==> config.mk <==
export PLATFORM = sky130hd
export DESIGN_NAME = stack_sequencer_flat
export DESIGN_NICKNAME = d
export VERILOG_FILES = /design/src/rtl/stack_sequencer_if.sv /design/src/rtl/stack_sequencer.sv /design/src/flat_wrapper.sv
export SDC_FILE = /design/constraint.sdc
export NUM_CORES = 1
export LEC_CHECK = 0
export BUFFER_PORTS_ARGS = -buffer_cell sky130_fd_sc_hd__buf_4
export CAP_MARGIN = 20
export CORE_MARGIN = 8
export CORE_UTILIZATION = 40
export CTS_BUF_LIST = sky130_fd_sc_hd__clkbuf_16
export DETAILED_ROUTE_END_ITERATION = 10
export PLACE_DENSITY = 0.76
export SLEW_MARGIN = 30
export SYNTH_ARGS = -nofsm -noshare
export SYNTH_HDL_FRONTEND = slang
export SYNTH_SLANG_ARGS = --single-unit
export TNS_END_PERCENT = 50
==> constraint.sdc <==
create_clock -name clk -period 2.02 [get_ports clk]
set_input_delay 0.101 -clock clk [delete_from_list [all_inputs] [get_ports clk]]
set_output_delay 0.101 -clock clk [all_outputs]
set_load 0.02 [all_outputs]
==> src/rtl/stack_sequencer_if.sv <==
// Stack sequencer bus: control-unit strobes and captured operands in,
// data-memory stack port and PC/CCR reload out.
interface stack_sequencer_if #(
    parameter int DATA_W = 16,
    parameter int ADDR_W = 12,
    parameter int PC_W   = 32,
    parameter int FLAG_W = 3
);
    logic              cs_call;
    logic              cs_ret;
    logic              cs_int;
    logic              cs_rti;
    logic [PC_W-1:0]   pc_ret;
    logic [PC_W-1:0]   pc_target;
    logic [FLAG_W-1:0] flags_in;
    logic [DATA_W-1:0] mem_rdata;
    logic              mem_read;
    logic              mem_write;
    logic [ADDR_W-1:0] mem_addr;
    logic [DATA_W-1:0] mem_wdata;
    logic [ADDR_W-1:0] sp;
    logic              pc_load;
    logic [PC_W-1:0]   pc_next;
    logic              flags_load;
    logic [FLAG_W-1:0] flags_out;
    logic              busy;
    logic              stall;

    // Control unit and data memory side
    modport master (
        output cs_call, cs_ret, cs_int, cs_rti,
        output pc_ret, pc_target, flags_in, mem_rdata,
        input  mem_read, mem_write, mem_addr, mem_wdata, sp,
        input  pc_load, pc_next, flags_load, flags_out, busy, stall
    );

    // Sequencer side
    modport slave (
        input  cs_call, cs_ret, cs_int, cs_rti,
        input  pc_ret, pc_target, flags_in, mem_rdata,
        output mem_read, mem_write, mem_addr, mem_wdata, sp,
        output pc_load, pc_next, flags_load, flags_out, busy, stall
    );
endinterface

==> src/rtl/stack_sequencer.sv <==
// Multi-cycle sequencer for CALL / RET / INT / RTI.
// Owns the full-descending stack pointer, issues one stack word access per
// cycle, and reloads PC and CCR at the end of each sequence. The front of
// the pipeline is stalled from the accept cycle until the return to IDLE.
module stack_sequencer #(
    parameter int                DATA_W   = 16,
    parameter int                ADDR_W   = 12,
    parameter int                PC_W     = 32,
    parameter int                FLAG_W   = 3,
    parameter logic [ADDR_W-1:0] SP_RESET = '1,
    parameter logic [PC_W-1:0]   INT_VEC  = 32'h0000_0010
) (
    input  logic             clk,
    input  logic             rst,
    stack_sequencer_if.slave bus
);

    typedef enum logic [2:0] {
        IDLE,
        PUSH_HI,
        PUSH_LO,
        PUSH_FL,
        POP_FL,
        POP_LO,
        POP_HI,
        FIN
    } state_t;

    typedef enum logic [1:0] {
        OP_CALL,
        OP_RET,
        OP_INT,
        OP_RTI
    } op_t;

    state_t            state_q, state_d;
    op_t               op_q, op_d;
    logic [ADDR_W-1:0] sp_q, sp_d;
    logic [PC_W-1:0]   pc_ret_q, pc_ret_d;
    logic [PC_W-1:0]   pc_target_q, pc_target_d;
    logic [FLAG_W-1:0] flags_q, flags_d;
    logic [DATA_W-1:0] lo_q, lo_d;

    logic              any_strobe;
    logic              mem_read;
    logic              mem_write;
    logic [ADDR_W-1:0] mem_addr;
    logic [DATA_W-1:0] mem_wdata;
    logic              pc_load;
    logic [PC_W-1:0]   pc_next;
    logic              flags_load;
    logic [FLAG_W-1:0] flags_out;
    logic              busy;
    logic              stall;

    assign any_strobe = bus.cs_call | bus.cs_ret | bus.cs_int | bus.cs_rti;

    // Next state, stack pointer movement and operand capture
    always_comb begin
        state_d     = state_q;
        op_d        = op_q;
        sp_d        = sp_q;
        pc_ret_d    = pc_ret_q;
        pc_target_d = pc_target_q;
        flags_d     = flags_q;
        lo_d        = lo_q;

        case (state_q)
            IDLE: begin
                if (any_strobe) begin
                    pc_ret_d    = bus.pc_ret;
                    pc_target_d = bus.pc_target;
                    flags_d     = bus.flags_in;
                    if (bus.cs_int) begin
                        op_d    = OP_INT;
                        state_d = PUSH_HI;
                    end else if (bus.cs_rti) begin
                        op_d    = OP_RTI;
                        state_d = POP_FL;
                    end else if (bus.cs_ret) begin
                        op_d    = OP_RET;
                        state_d = POP_LO;
                    end else begin
                        op_d    = OP_CALL;
                        state_d = PUSH_HI;
                    end
                end
            end
            PUSH_HI: begin
                sp_d    = sp_q - ADDR_W'(1);
                state_d = PUSH_LO;
            end
            PUSH_LO: begin
                sp_d    = sp_q - ADDR_W'(1);
                state_d = (op_q == OP_INT) ? PUSH_FL : IDLE;
            end
            PUSH_FL: begin
                sp_d    = sp_q - ADDR_W'(1);
                state_d = IDLE;
            end
            POP_FL: begin
                sp_d    = sp_q + ADDR_W'(1);
                state_d = POP_LO;
            end
            POP_LO: begin
                sp_d = sp_q + ADDR_W'(1);
                if (op_q == OP_RTI) begin
                    flags_d = bus.mem_rdata[FLAG_W-1:0];
                end
                state_d = POP_HI;
            end
            POP_HI: begin
                sp_d    = sp_q + ADDR_W'(1);
                lo_d    = bus.mem_rdata;
                state_d = FIN;
            end
            FIN: begin
                state_d = IDLE;
            end
            default: begin
                state_d = IDLE;
            end
        endcase
    end

    // State and capture registers with synchronous reset
    always_ff @(posedge clk) begin
        if (rst) begin
            state_q     <= IDLE;
            op_q        <= OP_CALL;
            sp_q        <= SP_RESET;
            pc_ret_q    <= '0;
            pc_target_q <= '0;
            flags_q     <= '0;
            lo_q        <= '0;
        end else begin
            state_q     <= state_d;
            op_q        <= op_d;
            sp_q        <= sp_d;
            pc_ret_q    <= pc_ret_d;
            pc_target_q <= pc_target_d;
            flags_q     <= flags_d;
            lo_q        <= lo_d;
        end
    end

    // Memory and reload outputs decoded from state; reset silences them at once
    always_comb begin
        mem_read   = 1'b0;
        mem_write  = 1'b0;
        mem_addr   = '0;
        mem_wdata  = '0;
        pc_load    = 1'b0;
        pc_next    = '0;
        flags_load = 1'b0;
        flags_out  = '0;

        if (!rst) begin
            case (state_q)
                PUSH_HI: begin
                    mem_write = 1'b1;
                    mem_addr  = sp_q;
                    mem_wdata = pc_ret_q[PC_W-1:DATA_W];
                end
                PUSH_LO: begin
                    mem_write = 1'b1;
                    mem_addr  = sp_q;
                    mem_wdata = pc_ret_q[DATA_W-1:0];
                    if (op_q == OP_CALL) begin
                        pc_load = 1'b1;
                        pc_next = pc_target_q;
                    end
                end
                PUSH_FL: begin
                    mem_write = 1'b1;
                    mem_addr  = sp_q;
                    mem_wdata = {{(DATA_W-FLAG_W){1'b0}}, flags_q};
                    pc_load   = 1'b1;
                    pc_next   = INT_VEC;
                end
                POP_FL, POP_LO, POP_HI: begin
                    mem_read = 1'b1;
                    mem_addr = sp_q + ADDR_W'(1);
                end
                FIN: begin
                    pc_load = 1'b1;
                    pc_next = {bus.mem_rdata, lo_q};
                    if (op_q == OP_RTI) begin
                        flags_load = 1'b1;
                        flags_out  = flags_q;
                    end
                end
                default: begin
                end
            endcase
        end
    end

    assign busy  = (state_q != IDLE);
    assign stall = busy | ((state_q == IDLE) & any_strobe);

    assign bus.mem_read   = mem_read;
    assign bus.mem_write  = mem_write;
    assign bus.mem_addr   = mem_addr;
    assign bus.mem_wdata  = mem_wdata;
    assign bus.sp         = sp_q;
    assign bus.pc_load    = pc_load;
    assign bus.pc_next    = pc_next;
    assign bus.flags_load = flags_load;
    assign bus.flags_out  = flags_out;
    assign bus.busy       = busy;
    assign bus.stall      = stall;

endmodule

==> src/flat_wrapper.sv <==
// flat-port wrapper written by rule: the top's interface ports become plain ports
module stack_sequencer_flat 
#(
    parameter int                DATA_W   = 16,
    parameter int                ADDR_W   = 12,
    parameter int                PC_W     = 32,
    parameter int                FLAG_W   = 3,
    parameter logic [ADDR_W-1:0] SP_RESET = '1,
    parameter logic [PC_W-1:0]   INT_VEC  = 32'h0000_0010
)
  (clk, rst, bus_cs_call, bus_cs_ret, bus_cs_int, bus_cs_rti, bus_pc_ret, bus_pc_target, bus_flags_in, bus_mem_rdata, bus_mem_read, bus_mem_write, bus_mem_addr, bus_mem_wdata, bus_sp, bus_pc_load, bus_pc_next, bus_flags_load, bus_flags_out, bus_busy, bus_stall);
  stack_sequencer_if #(.DATA_W(DATA_W), .ADDR_W(ADDR_W), .PC_W(PC_W), .FLAG_W(FLAG_W)) bus_i ();
  input  logic clk;
  input  logic rst;
  input wire logic [$bits(bus_i.cs_call)-1:0] bus_cs_call;
  input wire logic [$bits(bus_i.cs_ret)-1:0] bus_cs_ret;
  input wire logic [$bits(bus_i.cs_int)-1:0] bus_cs_int;
  input wire logic [$bits(bus_i.cs_rti)-1:0] bus_cs_rti;
  input wire logic [$bits(bus_i.pc_ret)-1:0] bus_pc_ret;
  input wire logic [$bits(bus_i.pc_target)-1:0] bus_pc_target;
  input wire logic [$bits(bus_i.flags_in)-1:0] bus_flags_in;
  input wire logic [$bits(bus_i.mem_rdata)-1:0] bus_mem_rdata;
  output wire logic [$bits(bus_i.mem_read)-1:0] bus_mem_read;
  output wire logic [$bits(bus_i.mem_write)-1:0] bus_mem_write;
  output wire logic [$bits(bus_i.mem_addr)-1:0] bus_mem_addr;
  output wire logic [$bits(bus_i.mem_wdata)-1:0] bus_mem_wdata;
  output wire logic [$bits(bus_i.sp)-1:0] bus_sp;
  output wire logic [$bits(bus_i.pc_load)-1:0] bus_pc_load;
  output wire logic [$bits(bus_i.pc_next)-1:0] bus_pc_next;
  output wire logic [$bits(bus_i.flags_load)-1:0] bus_flags_load;
  output wire logic [$bits(bus_i.flags_out)-1:0] bus_flags_out;
  output wire logic [$bits(bus_i.busy)-1:0] bus_busy;
  output wire logic [$bits(bus_i.stall)-1:0] bus_stall;
  assign bus_i.cs_call = bus_cs_call;
  assign bus_i.cs_ret = bus_cs_ret;
  assign bus_i.cs_int = bus_cs_int;
  assign bus_i.cs_rti = bus_cs_rti;
  assign bus_i.pc_ret = bus_pc_ret;
  assign bus_i.pc_target = bus_pc_target;
  assign bus_i.flags_in = bus_flags_in;
  assign bus_i.mem_rdata = bus_mem_rdata;
  assign bus_mem_read = bus_i.mem_read;
  assign bus_mem_write = bus_i.mem_write;
  assign bus_mem_addr = bus_i.mem_addr;
  assign bus_mem_wdata = bus_i.mem_wdata;
  assign bus_sp = bus_i.sp;
  assign bus_pc_load = bus_i.pc_load;
  assign bus_pc_next = bus_i.pc_next;
  assign bus_flags_load = bus_i.flags_load;
  assign bus_flags_out = bus_i.flags_out;
  assign bus_busy = bus_i.busy;
  assign bus_stall = bus_i.stall;
  stack_sequencer #(.DATA_W(DATA_W), .ADDR_W(ADDR_W), .PC_W(PC_W), .FLAG_W(FLAG_W), .SP_RESET(SP_RESET), .INT_VEC(INT_VEC)) u_core (.clk(clk), .rst(rst), .bus(bus_i));
endmodule
==> flow_metrics.env, run 1 <==
export IMPL_async_reset_ff_share_pct=0
export IMPL_powerDensity_mw_per_mm2=864
export IMPL_crit_chain="a21boi_2 -> nand4_1 -> or2_1 -> a21oi_1 -> buf_4"
export IMPL_clockBufferDepth=2
export IMPL_synthFlopType="dfxtp_1"
export IMPL_synth_area_leaders="dfxtp_1, nand2_1, a21oi_1"
export IMPL_drtIter0Drc=435
export IMPL_wl_mm=17.0
export IMPL_setup_ws_ns=0.0323
export IMPL_cp_max_fo=7
export IMPL_ios=170
export IMPL_critPathLaunchType="flip-flop"
export IMPL_reg2reg_slack_ns=0.26
export IMPL_drive_gt1_share_pct=30.9
export IMPL_h_tree_depth=3
export IMPL_cts_buffers=9
export IMPL_crit_path_max_incr_delay_ns=0.41
export IMPL_power_mw=6.33
export IMPL_path_class="reg -> out"
export IMPL_fmax_mhz=503
export IMPL_p_leak_nw=3.03
export IMPL_cts_root_buf="clkbuf_16"
export IMPL_cp_data_required_time_ns=1.92
export IMPL_ys_seq_area_share_pct=39.8
export IMPL_dp_final_hpwl_mm=11.8
export IMPL_setup_violations=0
export IMPL_insertedDiodeCount=0
export IMPL_vias_per_cell=5.26
export IMPL_cap_violations=0
export IMPL_pre_cts_ws_ns=0.208
export IMPL_synth_cell_types=49
export IMPL_synth_seq_cells=100
export IMPL_hold_path_class="in -> reg"
export IMPL_die_x_um=128
export IMPL_utilization_pct=58.7
export IMPL_yosys_warnings=0
export IMPL_grt_pass1_vias=5337
export IMPL_hold_viol_final=0
export IMPL_syn_inst=702
export IMPL_core_mm2=0.0125
export IMPL_vdd_drop_max_uv=500
export IMPL_rsz0062_at_grt="true"
export IMPL_grtUsageTotal_pct=20.2
export IMPL_grt_max_degree=48
export IMPL_core_rowCount=41
export IMPL_dpl_cell_area_mm2=0.00658
export IMPL_clk_latency_ns=0.34
export IMPL_synth_area_leader_cell="dfxtp_1"
export IMPL_area_delta_synth_final_pct=45.6
export IMPL_cp_slowest_cell="a21boi_2"
export IMPL_netlist_area_mm2=0.00503
export IMPL_slew_headroom_pct=66.3
export IMPL_fin_crit_ns=1.99
export IMPL_gp_congestion=0.894
export IMPL_fin_worst_skew_ns=0.00744
export IMPL_timing_final_crit_share_pct=98.4
export IMPL_antenna_found_initial=0
export IMPL_yosysMostFrequentCell="nand2_1"
export IMPL_status="complete, no violations"
export IMPL_synth_top_family_by_area="simple AND/OR/NAND/NOR gates"
export IMPL_cp_top_family="compound AO/OA/AOI/OAI gates"
export IMPL_cts_sinks=100
export IMPL_drc=0
export IMPL_design_area_mm2=0.00732
export IMPL_routedWlPerCell_um=16.0
export IMPL_num_vias=5585
export IMPL_synth_xor_area_share_pct=1.05
export IMPL_die_area_mm2=0.0164
export IMPL_cts_tree="done"
export IMPL_ant_nets=0
export IMPL_synth_mux_area_share_pct=1.07
export IMPL_slew_violations=0
export IMPL_crit_buf_inv=1
export IMPL_yosys_area_top_type_share_pct=39.8
export IMPL_final_nets=977
export IMPL_synth_commonest_cells="nand2_1, a21oi_1, dfxtp_1, nor2_1, a22oi_1"
export IMPL_arrival_ns=1.89
export IMPL_synth_simple_gate_area_share_pct=28.4
export IMPL_clk_pin_slew_worst_paths_ns=0.06
export IMPL_avgSynthCellArea_um2=7.16
export IMPL_portBuffers=169
export IMPL_first_pass_iters=5
export IMPL_tightest_slew_ns=0.506
export IMPL_grt_pass1_wl_mm=26.7
export IMPL_synthAdderAreaFrac_pct=0.498
export IMPL_cp_end_kind="output pin"
export IMPL_gr_total_overflow=0
export IMPL_synth_compound_area_share_pct=22.6
export IMPL_synth_nets=793
export IMPL_die_h_um=128
export IMPL_start_util_pct=40.3
export IMPL_synth_edff_count=0
[cell usage in the layout (no fill, tap or decap), types with 4 or more instances in the layout]
master,netlist,routed
a311oi_1,4,4
nor3_1,16,12
nand3b_1,5,5
o21ai_0,13,11
nor3_2,0,4
nand4_1,4,4
dlygate4sd3_1,0,17
or2_2,5,5
dfxtp_4,0,5
nand3_1,14,13
nand2b_1,7,5
clkbuf_16,0,10
dfxtp_2,0,4
a22oi_1,48,47
buf_4,9,205
nor2b_1,5,4
buf_12,0,6
nand2_1,183,183
a21oi_1,104,102
dfxtp_1,100,91
inv_1,8,8
nor2_2,0,4
nor2_1,74,69
[per-stage QoR]
stage / hold WS, ns / TNS (ns) / instances
after detailed placement: 0.357 / 0 / 1020
after global placement: 0.348 / 0 / 1020
after floorplan: 0.237 / 0 / 702
final: 0.00975 / 0 / 1062
after CTS: 0.0000258 / 0 / 1054
after global routing: 0.000665 / -1.49 / 1062
[sequential cells by signal (all words and copies together) (netlist names)]
signal	count
u_core.state_q	3
u_core.lo_q	16
u_core.flags_q	3
u_core.pc_target_q	32
u_core.pc_ret_q	32
u_core.bus.sp	12
u_core.op_q	2
[cells by family (layout without fill, tap and decap cells)]
| logic type | after synthesis | after routing |
|---|---|---|
| AND/OR/NAND/NOR | 330 | 330 |
| AO/OA/AOI/OAI | 188 | 188 |
| flip-flops | 100 | 100 |
| buffers and inverters | 71 | 259 |
| XOR/XNOR | 6 | 6 |
| multiplexers | 5 | 5 |
| adder cells (fa/ha/maj) | 2 | 2 |
[metal layers]
metal  wire length [µm]  vias to the layer above  track usage (%)
met5                  0                        -                0
met4                341                        0             8.81
met3               1210                       27             5.66
met2               8170                      185             32.1
met1               7240                     2612             24.9
li1                   -                     2761                -
[power by group]
part,total [mW],switching (mW),internal [mW]
sequential,2.38,0.177,2.21
combinational,2.15,1.20,0.948
clock,1.79,0.726,1.07
[cell type report]
type / instances / area, µm²
fill: 1185 / 5140
multi-input combinational: 531 / 2790
sequential: 100 / 2030
timing repair buffer: 234 / 1950
clock buffer: 9 / 225
tap: 172 / 215
clock inverter: 6 / 80.1
inverter: 10 / 40.0
[what timing repair did]
action                                 CTS  global route
endpoints found under the hold margin   13             4
pin swaps                                3             9
gates resized for setup                 12            29
setup buffers                            4             4
cloned                                   2             1
hold buffers                            13             4
setup endpoints to repair               39            41
[final timing paths]
path	cells past startpoint	to	start
max reg2reg	7	u_core.bus.sp[6]	u_core.state_q[1]
min reg2reg	2	u_core.pc_ret_q[18]	u_core.pc_ret_q[18]
min	3	u_core.pc_ret_q[10]	bus_pc_ret[10]
max	5	bus_mem_addr[9]	u_core.state_q[2]
[worst reg2reg max path: cells and delay by family, from the launching register on]
family | cells | cell delay (ns)
buffers and inverters | 2 | 0.31
AO/OA/AOI/OAI | 4 | 0.84
flip-flops | 1 | 0.33
AND/OR/NAND/NOR | 1 | 0.18
(Power assumes the default switching activity.)
==> run 2, diff against run 1 <==
--- a/config.mk
+++ b/config.mk
@@ -5,6 +5,7 @@
 export SDC_FILE = /design/constraint.sdc
 export NUM_CORES = 1
 export LEC_CHECK = 0
+export ABC_AREA = 1
 export BUFFER_PORTS_ARGS = -buffer_cell sky130_fd_sc_hd__buf_4
 export CAP_MARGIN = 20
 export CORE_MARGIN = 8
==> flow_metrics.env, run 2 <==
export IMPL_status="complete, no violations"
export IMPL_power_mw=6.69
export IMPL_fmax_mhz=513
export IMPL_ios=170
export IMPL_gr_total_overflow=0
export IMPL_ys_seq_area_share_pct=39.5
export IMPL_area_delta_synth_final_pct=36.4
export IMPL_n_fill_cell=1242
export IMPL_syn_inst=762
export IMPL_cts_root_buf="clkbuf_16"
export IMPL_synth_seq_cells=100
export IMPL_cts_sinks=100
export IMPL_yosysMostFrequentCell="nor2_1"
export IMPL_start_util_pct=40.5
export IMPL_gp_congestion=0.940
export IMPL_first_pass_iters=7
export IMPL_layout_commonest_cell="nor2_1"
export IMPL_cp_top_family="flip-flops"
export IMPL_powerDensity_mw_per_mm2=967
export IMPL_clk_latency_ns=0.34
export IMPL_dp_final_hpwl_mm=11.6
export IMPL_die_x_um=129
export IMPL_core_mm2=0.0125
export IMPL_vdd_drop_max_uv=414
export IMPL_yosys_area_top_type_share_pct=39.5
export IMPL_reg2reg_from="u_core.state_q[1]"
export IMPL_critPathLaunchType="flip-flop"
export IMPL_drtIter0Drc=484
export IMPL_cp_end_kind="output pin"
export IMPL_utilization_pct=55.2
export IMPL_synth_cell_types=32
export IMPL_cts_buffers=9
export IMPL_layout_common_cells="nor2_1, buf_4, nand2_1, dfxtp_1, o21ai_0"
export IMPL_tightest_slew_ns=0.476
export IMPL_vias_per_cell=5.15
export IMPL_fin_worst_skew_ns=0.0102
export IMPL_h_tree_depth=3
export IMPL_crit_buf_inv=2
export IMPL_routedWlPerCell_um=15.2
export IMPL_grt_max_degree=59
export IMPL_crit_chain="nand2_4 -> nor4_4 -> buf_12 -> a22oi_1 -> nor2_1 -> buf_4"
export IMPL_grt_pass1_wl_mm=26.2
export IMPL_synth_commonest_cells="nor2_1, nand2_1, dfxtp_1, o21ai_0, inv_1"
export IMPL_portBuffers=169
export IMPL_regArea_mm2=0.00201
export IMPL_synth_edff_count=0
export IMPL_cts_tree="done"
export IMPL_slew_headroom_pct=68.3
export IMPL_cap_violations=0
export IMPL_arrival_ns=1.85
export IMPL_drc=0
export IMPL_netlist_area_mm2=0.00507
export IMPL_multiInputGateArea_mm2=0.00266
export IMPL_synthFlopType="dfxtp_1"
export IMPL_async_reset_ff_share_pct=0
export IMPL_synth_nets=853
export IMPL_grt_pass1_vias=5254
export IMPL_die_area_mm2=0.0165
export IMPL_avgSynthCellArea_um2=6.65
export IMPL_cp_slowest_cell="dfxtp_1"
export IMPL_timing_final_crit_share_pct=96.6
export IMPL_synth_area_leaders="dfxtp_1, nor2_1, o21ai_0"
export IMPL_p_leak_nw=3.19
export IMPL_top_regs="u_core.pc_ret_q: 32 flops, u_core.pc_target_q: 32 flops, u_core.lo_q: 16 flops"
export IMPL_cp_max_fo=33
export IMPL_rsz0062_at_grt="true"
export IMPL_path_class="reg -> out"
export IMPL_core_rowCount=41
export IMPL_ant_nets=0
export IMPL_hold_path_class="in -> reg"
export IMPL_min_from="bus_pc_target[5]"
export IMPL_drive_gt1_share_pct=25.3
export IMPL_crit_path_max_incr_delay_ns=0.52
export IMPL_wl_mm=16.6
export IMPL_slew_violations=0
export IMPL_clockBufferDepth=2
export IMPL_crit_start="u_core.state_q[1]"
export IMPL_final_nets=1008
export IMPL_fin_crit_ns=1.95
export IMPL_num_vias=5631
export IMPL_setup_violations=0
export IMPL_yosys_warnings=0
export IMPL_cp_data_required_time_ns=1.92
export IMPL_grtUsageTotal_pct=19.5
export IMPL_hold_viol_final=0
export IMPL_fin_hold_ws_ns=0.00497
export IMPL_antenna_found_initial=0
export IMPL_insertedDiodeCount=0
export IMPL_synth_area_leader_cell="dfxtp_1"
export IMPL_clk_pin_slew_worst_paths_ns=0.07
export IMPL_die_h_um=129
-- run 2: cell types whose count changed after synthesis, moves of 7 or more --
| cell | change |
|---|---|
| a21oi_1 | -70 |
| buf_2 | -7 |
| clkbuf_1 | -8 |
| nand3_1 | +13 |
| nand2_1 | -71 |
| o21ai_0 | +79 |
| nor3_1 | -11 |
| nor2_1 | +150 |
| inv_1 | +27 |
| nand2b_1 | -7 |
| a22oi_1 | -17 |
-- run 2: repair_timing --
| action | 4_1_cts | 5_1_grt |
|---|---|---|
| gates resized for setup | 3 | 15 |
| hold endpoints to repair | 9 | 0 |
| hold buffers | 9 | 0 |
| endpoints found under the setup margin | 3 | 34 |
| pin swaps | 0 | 2 |
| setup buffers | 0 | 2 |
-- run 2: worst paths after layout --
| path | end | slack, ns | cells after the start |
|---|---|---|---|
| worst max-delay path | bus_pc_next[19] | 0.07 | 6 |
| worst min-delay path | u_core.pc_target_q[5] | 0.005 | 3 |
| worst max register to register | u_core.flags_q[2] | 0.26 | 8 |
| worst min register to register | u_core.pc_target_q[29] | 0.48 | 2 |
-- run 2: final cells by class --
class	instances	area share (%)
clock buffers	9	3.26
clock inverters	7	0.995
inverters	42	2.37
multi-input cells	570	38.5
flip-flops and latches	100	29.1
well taps	172	3.11
repair buffers	194	22.7
-- run 2: where the power goes --
part,internal (mW),total (mW),switching (mW)
logic,0.887,2.35,1.46
registers,2.35,2.62,0.268
clock network,0.955,1.72,0.768
-- run 2: worst min-delay path, stage by stage --
cell	delay, ns
buf_4	0.07
o21ai_0	0.07
nor2_1	0.07
-- run 2: cell families (layout without fill, tap and decap cells) --
kind of cell	count (synthesis)	after routing	synth area share, %
compound gates	181	181	20.1
xor+xnor	1	1	0.173
fa+ha+maj	2	2	0.494
buf+inv	92	252	8.54
flops	100	100	39.5
simple gates	386	386	31.2
-- run 2: metrics by stage --
| stage | setup slack [ns] | cells | setup TNS (ns) | instance area [µm²] |
|---|---|---|---|---|
| 2_1_floorplan | 0.230 | 762 | 0 | 5070 |
| 3_5_place_dp | 0.243 | 1067 | 0 | 6460 |
| 6_report | 0.0689 | 1094 | 0 | 6910 |
| 5_1_grt | -0.0214 | 1094 | -0.0772 | 6910 |
| 3_3_place_gp | 0.263 | 1067 | 0 | 6460 |
| 4_1_cts | 0.0148 | 1092 | 0 | 6850 |
-- run 2: metal layers --
metal	track usage [%]	wire [µm]	share of wire [%]	vias up
li1	-	-	-	2807
met1	24.4	7120	43	2551
met2	31.5	7690	46	246
met3	5.63	1470	8.8	27
met4	6.08	348	2.1	0
met5	0	0	0	-
